<file path="config.mk">
export PLATFORM = sky130hd
export DESIGN_NAME = hex_mode_router
export DESIGN_NICKNAME = d
export VERILOG_FILES = /design/src/rtl/hex_mode_pkg.sv /design/src/rtl/fall_edge_det.sv /design/src/rtl/hex_mode_router.sv
export SDC_FILE = /design/constraint.sdc
export NUM_CORES = 1
export LEC_CHECK = 0
export ABC_CLOCK_PERIOD_IN_PS = 1920
export BUFFER_PORTS_ARGS = -buffer_cell sky130_fd_sc_hd__buf_2
export CORE_MARGIN = 4
export CORE_UTILIZATION = 41
export DETAILED_ROUTE_END_ITERATION = 8
export PLACE_DENSITY = 0.9
export SLEW_MARGIN = 20
export SYNTH_ARGS = -nofsm -noshare
export SYNTH_HDL_FRONTEND = slang
export SYNTH_SLANG_ARGS = --single-unit
export TNS_END_PERCENT = 100
</file>
<file path="constraint.sdc">
create_clock -name clk -period 1.92 [get_ports clk]
set_input_delay 0.096 -clock clk [delete_from_list [all_inputs] [get_ports clk]]
set_output_delay 0.096 -clock clk [all_outputs]
set_load 0.01 [all_outputs]
</file>
<file path="src/rtl/hex_mode_pkg.sv">
// Shared types and slice helpers for the hex/key mode router.
package hex_mode_pkg;

  typedef enum logic [1:0] {ACTIVE, BLANK, HOLD} state_e;

  // Segments are active-low, so a blank digit is all ones.
  function automatic logic [63:0] blank_seg(input int seg_w);
    return ~64'd0 >> (64 - seg_w);
  endfunction

  function automatic int src_off(input int m, input int d, input int n_digits, input int seg_w);
    return (m * n_digits + d) * seg_w;
  endfunction

  function automatic int key_off(input int m, input int n_keys);
    return m * n_keys;
  endfunction

endpackage

</file>
<file path="src/rtl/fall_edge_det.sv">
// Registered falling-edge detector; history resets high so a held-low input
// coming out of reset registers as one edge.
module fall_edge_det (
  input  logic clk,
  input  logic rst_n,
  input  logic d_n,
  output logic fall
);
  logic hist_q, hist_d;

  always_comb hist_d = d_n;

  always_ff @(posedge clk) begin
    if (!rst_n) hist_q <= 1'b1;
    else        hist_q <= hist_d;
  end

  assign fall = hist_q & ~d_n;
endmodule

</file>
<file path="src/rtl/hex_mode_router.sv">
// Clocked display/key router: cycles N_MODES sources on a button press with a
// blanking interval and a key-release holdoff before keys reach the new mode.
module hex_mode_router
  import hex_mode_pkg::*;
#(
  parameter int N_MODES      = 3,
  parameter int N_DIGITS     = 6,
  parameter int SEG_W        = 7,
  parameter int N_KEYS       = 3,
  parameter int BLANK_CYCLES = 4,
  parameter int MIW          = $clog2(N_MODES)
) (
  input  logic                          clk,
  input  logic                          rst_n,
  input  logic                          mode_btn_n,
  input  logic [N_KEYS-1:0]             keys_n,
  input  logic [N_MODES*N_DIGITS*SEG_W-1:0] hex_in,
  output logic [N_DIGITS*SEG_W-1:0]     hex_out,
  output logic [N_MODES*N_KEYS-1:0]     keys_out_n,
  output logic [MIW-1:0]                mode_idx,
  output logic [N_MODES-1:0]            mode_onehot,
  output logic                          mode_change
);
  localparam int CW = $clog2(BLANK_CYCLES + 1);
  localparam int HW = N_DIGITS * SEG_W;
  localparam int KW = N_MODES * N_KEYS;
  localparam logic [SEG_W-1:0] BLANK_DIG = SEG_W'(blank_seg(SEG_W));
  localparam logic [HW-1:0]    ALL_BLANK = {N_DIGITS{BLANK_DIG}};

  state_e               state_q, state_d;
  logic [MIW-1:0]       mode_idx_q, mode_idx_d, next_idx;
  logic [N_MODES-1:0]   onehot_q, onehot_d;
  logic [CW-1:0]        cnt_q, cnt_d;
  logic [HW-1:0]        hex_q, hex_d, src_sel;
  logic [KW-1:0]        keys_q, keys_d, fwd_keys;
  logic                 mc_q, mc_d;
  logic                 press;

  fall_edge_det u_btn (
    .clk   (clk),
    .rst_n (rst_n),
    .d_n   (mode_btn_n),
    .fall  (press)
  );

  // An out-of-range index selects nothing and shows blank.
  always_comb begin
    src_sel  = ALL_BLANK;
    fwd_keys = '1;
    for (int m = 0; m < N_MODES; m++) begin
      if (mode_idx_q == MIW'(m)) begin
        for (int d = 0; d < N_DIGITS; d++)
          src_sel[d*SEG_W +: SEG_W] = hex_in[src_off(m, d, N_DIGITS, SEG_W) +: SEG_W];
        fwd_keys[key_off(m, N_KEYS) +: N_KEYS] = keys_n;
      end
    end
    next_idx = (mode_idx_q >= MIW'(N_MODES - 1)) ? '0 : mode_idx_q + MIW'(1);
  end

  always_comb begin
    state_d    = state_q;
    mode_idx_d = mode_idx_q;
    cnt_d      = cnt_q;
    hex_d      = ALL_BLANK;
    keys_d     = '1;
    mc_d       = 1'b0;
    case (state_q)
      ACTIVE: begin
        if (press) begin
          mode_idx_d = next_idx;
          cnt_d      = CW'(BLANK_CYCLES - 1);
          state_d    = BLANK;
          mc_d       = 1'b1;
        end else begin
          hex_d  = src_sel;
          keys_d = fwd_keys;
        end
      end
      BLANK: begin
        if (cnt_q == '0) begin
          // Unblank on the exit edge so the blank lasts exactly BLANK_CYCLES.
          hex_d   = src_sel;
          state_d = (&keys_n) ? ACTIVE : HOLD;
        end else begin
          cnt_d = cnt_q - CW'(1);
        end
      end
      HOLD: begin
        hex_d = src_sel;
        if (&keys_n) state_d = ACTIVE;
      end
      default: state_d = ACTIVE;
    endcase

    onehot_d = '0;
    for (int m = 0; m < N_MODES; m++)
      if (mode_idx_d == MIW'(m)) onehot_d[m] = 1'b1;
  end

  always_ff @(posedge clk) begin
    if (!rst_n) begin
      state_q    <= ACTIVE;
      mode_idx_q <= '0;
      onehot_q   <= N_MODES'(1);
      cnt_q      <= '0;
      hex_q      <= ALL_BLANK;
      keys_q     <= '1;
      mc_q       <= 1'b0;
    end else begin
      state_q    <= state_d;
      mode_idx_q <= mode_idx_d;
      onehot_q   <= onehot_d;
      cnt_q      <= cnt_d;
      hex_q      <= hex_d;
      keys_q     <= keys_d;
      mc_q       <= mc_d;
    end
  end

  assign hex_out     = hex_q;
  assign keys_out_n  = keys_q;
  assign mode_idx    = mode_idx_q;
  assign mode_onehot = onehot_q;
  assign mode_change = mc_q;
endmodule

</file>
Yosys cells after proc, flatten, opt, wreduce, memory -nomap -nowiden
Index checks and enable logic that the tools add are counted.
{ "classes": {"add_sub_neg": 2, "n_lt_le_gt_ge": 1, "eq_ne": 10, "mux": 21, "bitwise_logic": 7, "reduce_logical": 12} }
{ "ops": {"columns": ["op", "count"], "rows": [
  ["42-bit 2-to-1 mux", 5],
  ["42-bit case mux with 3 select lines", 1],
  ["2-bit 2-to-1 mux", 7],
  ["4-bit OR reduction", 3],
  ["3-bit AND reduction", 3],
  ["2-bit inequality test, second input constant", 4],
  ["2-bit by 1-bit == test with 1-bit output, second input constant", 3],
  ["2-bit == test, second input constant", 3],
  ["2-bit logical NOT", 3],
  ["3-bit 2-to-1 mux", 2],
  ["1-bit inverter", 6],
  ["2-bit case mux with 3 select lines", 1],
  ["3-bit case mux with 2 select lines", 1],
  ["1-bit 2-to-1 mux", 4],
  ["3-bit logical NOT", 1],
  ["3-bit by 1-bit subtractor with 3-bit output, second input constant", 1],
  ["2-bit by 1-bit adder with 2-bit output, second input constant", 1],
  ["2-bit greater-or-equal comparator, second input constant", 1],
  ["2-bit AND reduction", 1],
  ["2-bit nonzero test", 1],
  ["1-bit bitwise AND", 1]
]} }
{ "totals": {"regBits": 63, "input_bits": 132, "out_inout_bits": 57, "elab_cells": 63} }

Depth between registers and ports, before layout
{ "logic_depth": {"ltp_word": 6, "ltp_mapped": 6, "ltp_nobuf": 5} }

Cells and area by module
From an unflattened synthesis, not the netlist that was laid out.
{ "unflattened": {"hier_cells": 273, "area_unflattened_um2": 2865.2} }
{ "modules_own_cells": {"columns": ["mod", "instances", "cells_each", "area_per_inst_um2", "seq_area_each_um2"], "rows": [
  ["hex_mode_router", 1, 270, 2832.7, 1241.2],
  ["fall_edge_det", 1, 3, 32.5, 20.0]
]} }

Worst setup path after synthesis
No wires, ideal clock.
{ "synth_path": {"path_type": "register to register", "start": "register cnt_q[0]", "end": "register hex_q[33] (netlist: hex_out[33])", "setup_time_ns": 0.118, "arrival_time_ns": 1.526, "required_ns": 1.802, "slack_ns": 0.276, "stages_incl_launch_ff": 7, "path_buffers": 1, "period_less_slack_ns": 1.644, "path_cell_list": "dfxtp_1 -> inv_1 -> ha_1 -> or3b_4 -> a211oi_4 -> buf_6 -> nand2_1"} }
{ "synth_between": {"elab_chain_len": 3} }
{ "synth_lines": {"columns": ["element", "line", "rtl"], "rows": [
  ["start: declaration", "hex_mode_router.sv:33", "logic [CW-1:0] cnt_q, cnt_d;"],
  ["start signal: assignment", "hex_mode_router.sv:113", "cnt_q <= cnt_d;"],
  ["3-bit logical NOT", "hex_mode_router.sv:80", "if (cnt_q == '0) begin"],
  ["42-bit 2-to-1 mux", "hex_mode_router.sv:80", null],
  ["42-bit case mux with 3 select lines", "hex_mode_router.sv:67", "case (state_q)"],
  ["end signal: assignment", "hex_mode_router.sv:106", "hex_q <= ALL_BLANK;"],
  ["end signal: assignment", "hex_mode_router.sv:114", "hex_q <= hex_d;"],
  ["end: declaration", "hex_mode_router.sv:34", "logic [HW-1:0] hex_q, hex_d, src_sel;"]
]} }
Every way passes these cells.
A chain may end at the register's enable or synchronous reset.

Worst setup path in the final report
{ "layout_path": {"start": "register cnt_q[0]", "end": "register hex_q[0] (netlist: hex_out[0])"} }
The elaborated chain is that of the path after synthesis.

==> metrics.md <==
| Metric | Value |
|---|---|
| CTS tree | built |
| Worst Tran Pin Value | 0.578 ns |
| Worst Setup End Kind | flip-flop |
| R2r setup slk | 0.18 ns |
| Yosys warns | 0 |
| Max Cap Viol | 0 |
| Synth Flop Type | dfxtp_1 |
| Overall routing resource usage | 0.202 |
| Root buf cell | clkbuf_8 |
| Int Power | 2.65 mW |
| H-Tree Depth | 3 |
| Post-synthesis cell type with the largest combined area | dfxtp_1 |
| Most common cell after layout, fill and taps aside | buf_2 |
| CTS Sinks | 63 |
| Pwr/cell area | 876 nW/um^2 |
| Comb power frac | 0.229 |
| DIE HEIGHT | 88.7 um |
| Synthesized Nets | 399 |
| Vias | 2797 |
| Switching share of power | 0.261 |
| Clock network fraction of total power | 0.357 |
| Async SR Flop Fraction | 0 |
| Fillers | 524 |
| Worst-path fanout max | 20 |
| Clock buffer depth | 2 |
| First-pass GRT wire length | 12200 um |
| Width of the die | 88.7 um |
| DIE AREA | 7870 sq um |
| Worst-Skew Late Latency | 0.33 ns |
| Switching pwr | 0.937 mW |
| Final worst slack | 0.182 ns |
| Top Ports | 189 |
| CTS resizes | 0 |
| Port bufs | 188 |
| Setup TNS Final | 0 ns |
| GR Overflow Total | 0 |
| Finished Layout Cells | 553 |
| Yosys cell types | 33 |
| Pre-CTS setup slack | 0.184 ns |
| Max Fclk | 0.575 GHz |
| Status | completed |
| Slew margin rel. | 0.615 |
| R2r startpoint | cnt_q[0]$_SDFFE_PN0P_ |
| Min Tclk post-route | 1.74 ns |
| Worst VDD drop | 0.638 mV |
| Vias in the first global route | 2818 |
| Sequential group share of total power | 0.414 |
| Setup violators final | 0 |
| RSZ-0062 raised after global routing | false |
| Drt pass-1 iters | 4 |
| Synth Register Bits | 63 |
| Sequential-to-total area share from yosys stat | 0.472 |
| Cells on worst reg2reg path | 6 |
| Req. time, crit path | 2.13 ns |
| Total CTS buffers | 9 |
| Hold-fix buffers, CTS | 18 |
| Largest net degree at the start of global routing | 28 |
| Routed WL | 8550 um |
| Core box area | 6350 sq um |
| Initial antenna violation count | 0 |
| Number of setup buffers added after CTS | 0 |
| Hold crit path type | primary input to flip-flop |
| Inst Count DP | 519 |
| Final GP Congestion | 0.743 |
| Wire per inst | 15.5 um |
| Initial Util | 0.421 |
| Leak | 1.85 nW |
| Fin nets | 605 |
| Post-DR vias/cell | 5.06 |
| CP arrival | 1.94 ns |
| Post-Syn Instances | 265 |
| EDFF count, synth | 0 |
| Most frequent cells in the layout | buf_2, dfxtp_1, nand2_1, mux2_2, o22ai_1 |
| Final hold slack | 0.0139 ns |
| Layout Skew | 0.00581 ns |
| Leading post-synthesis cells by cell area | dfxtp_1, mux2_2, nand2_1 |
| Max Slew Vio Count | 0 |
| Synth top area share | 0.472 |
| DP HPWL | 6550 um |
| Reg clk slew, reported paths | 0.07 ns |
| Row count | 29 |
| Critical Path Start Type | flip-flop |
| Synth-to-Final Area Change | 53.3% |
| DRT iter0 DRCs | 82 |
| Post-synthesis instance area | 2670 sq um |
| Hold Path Stages | 3 |
| Part of the cycle the worst path needs | 0.905 |
| Detailed-route DRC error count | 0 |
| Synthesized area per cell | 10.1 sq um |
| Fraction of layout cells with a size suffix above 1 | 0.557 |
| Hold path endpoint | hex_out[22]$_SDFF_PN1_ |
| Hold Path Origin | hex_in[64] |
| Antenna cells | 0 |
| Type of the worst setup path | flip-flop to flip-flop |
| Reg-to-Reg End | hex_out[0]$_SDFF_PN1_ |
| Post-route antenna net violation count | 0 |
| Final hold vios | 0 |
## synthesized netlist by cell type, types with 3 or more instances
master	n
buf_6	4
nor2b_1	4
o221ai_1	15
nor3_1	5
buf_2	7
mux2i_1	4
o22ai_1	27
dfxtp_1	63
mux2_2	42
nand2_2	3
nand2b_1	4
clkbuf_1	9
nand2_1	49
nor2_1	6
## power by group through the flow
stage	Clock, mW	Sequential, mW	Combinational, mW
after floorplan	0	1.56	0.417
after global placement	0	1.51	0.758
after detailed placement	0	1.51	0.790
after CTS	1.31	1.49	0.823
after global routing	1.37	1.50	0.897
final	1.28	1.48	0.822
## metrics by stage
| step | instance area [sq um] | utilization | total power [mW] |
|---|---|---|---|
| after floorplan | 2670 | - | 1.97 |
| after global placement | 3680 | 0.580 | 2.27 |
| after detailed placement | 3680 | 0.580 | 2.30 |
| after CTS | 4100 | 0.645 | 3.62 |
| after global routing | 4100 | 0.645 | 3.76 |
| final | 4100 | 0.645 | 3.59 |
## routing by layer
metal,global-route usage,vias to the layer above,wire length (um)
met4,0.103,0,190
li1,-,1364,-
met3,0.0596,24,736
met1,0.189,1286,2850
met2,0.389,123,4770
met5,0,-,0
## how the worst max path moves through the flow
stage / start / to / slack (ns) / depth (start not counted)
2_1_floorplan: cnt_q[0]$_SDFFE_PN0P_ / hex_out[33]$_SDFF_PN1_ / 0.28 / 6
3_3_place_gp: cnt_q[0]$_SDFFE_PN0P_ / hex_out[7]$_SDFF_PN1_ / 0.28 / 6
3_5_place_dp: cnt_q[0]$_SDFFE_PN0P_ / hex_out[4]$_SDFF_PN1_ / 0.18 / 6
4_1_cts: state_q[1]$_SDFFE_PN0P_ / state_q[1]$_SDFFE_PN0P_ / 0.16 / 4
5_1_grt: cnt_q[0]$_SDFFE_PN0P_ / state_q[1]$_SDFFE_PN0P_ / 0.02 / 6
6_report: cnt_q[0]$_SDFFE_PN0P_ / hex_out[0]$_SDFF_PN1_ / 0.18 / 6
## area by class of cell
type,count,area (sq um),share of cell area
Multi-Input combinational cell,178,1280,0.313
Sequential cell,63,1260,0.309
Timing Repair Buffer,216,1210,0.295
Clock buffer,11,151,0.0370
Tap cell,77,96.3,0.0235
Clock inverter,5,80.1,0.0196
Inverter,3,11.3,0.00275
## registers in the layout (all words and copies together) (netlist names)
name and flops:
state_q 2, mode_idx 2, mode_onehot 3, u_btn.hist_q 1, mode_change 1, cnt_q 3, hex_out 42, keys_out_n 9
## worst max-delay path, stage by stage (launching register included)
cell and delay, ns:
dfxtp_1 0.31, inv_1 0.09, ha_1 0.19, or3b_4 0.40
a211oi_4 0.25, buf_4 0.28, nand2_1 0.08
## cells by family after synthesis
family          after synthesis  synth area share
fa+ha+maj                     2           0.00937
mux                          46             0.192
simple gates                 78             0.133
xor+xnor                      1           0.00328
flops                        63             0.472
buf+inv                      24            0.0496
compound gates               51             0.140
No activity file was read; power rests on OpenSTA's default activity.
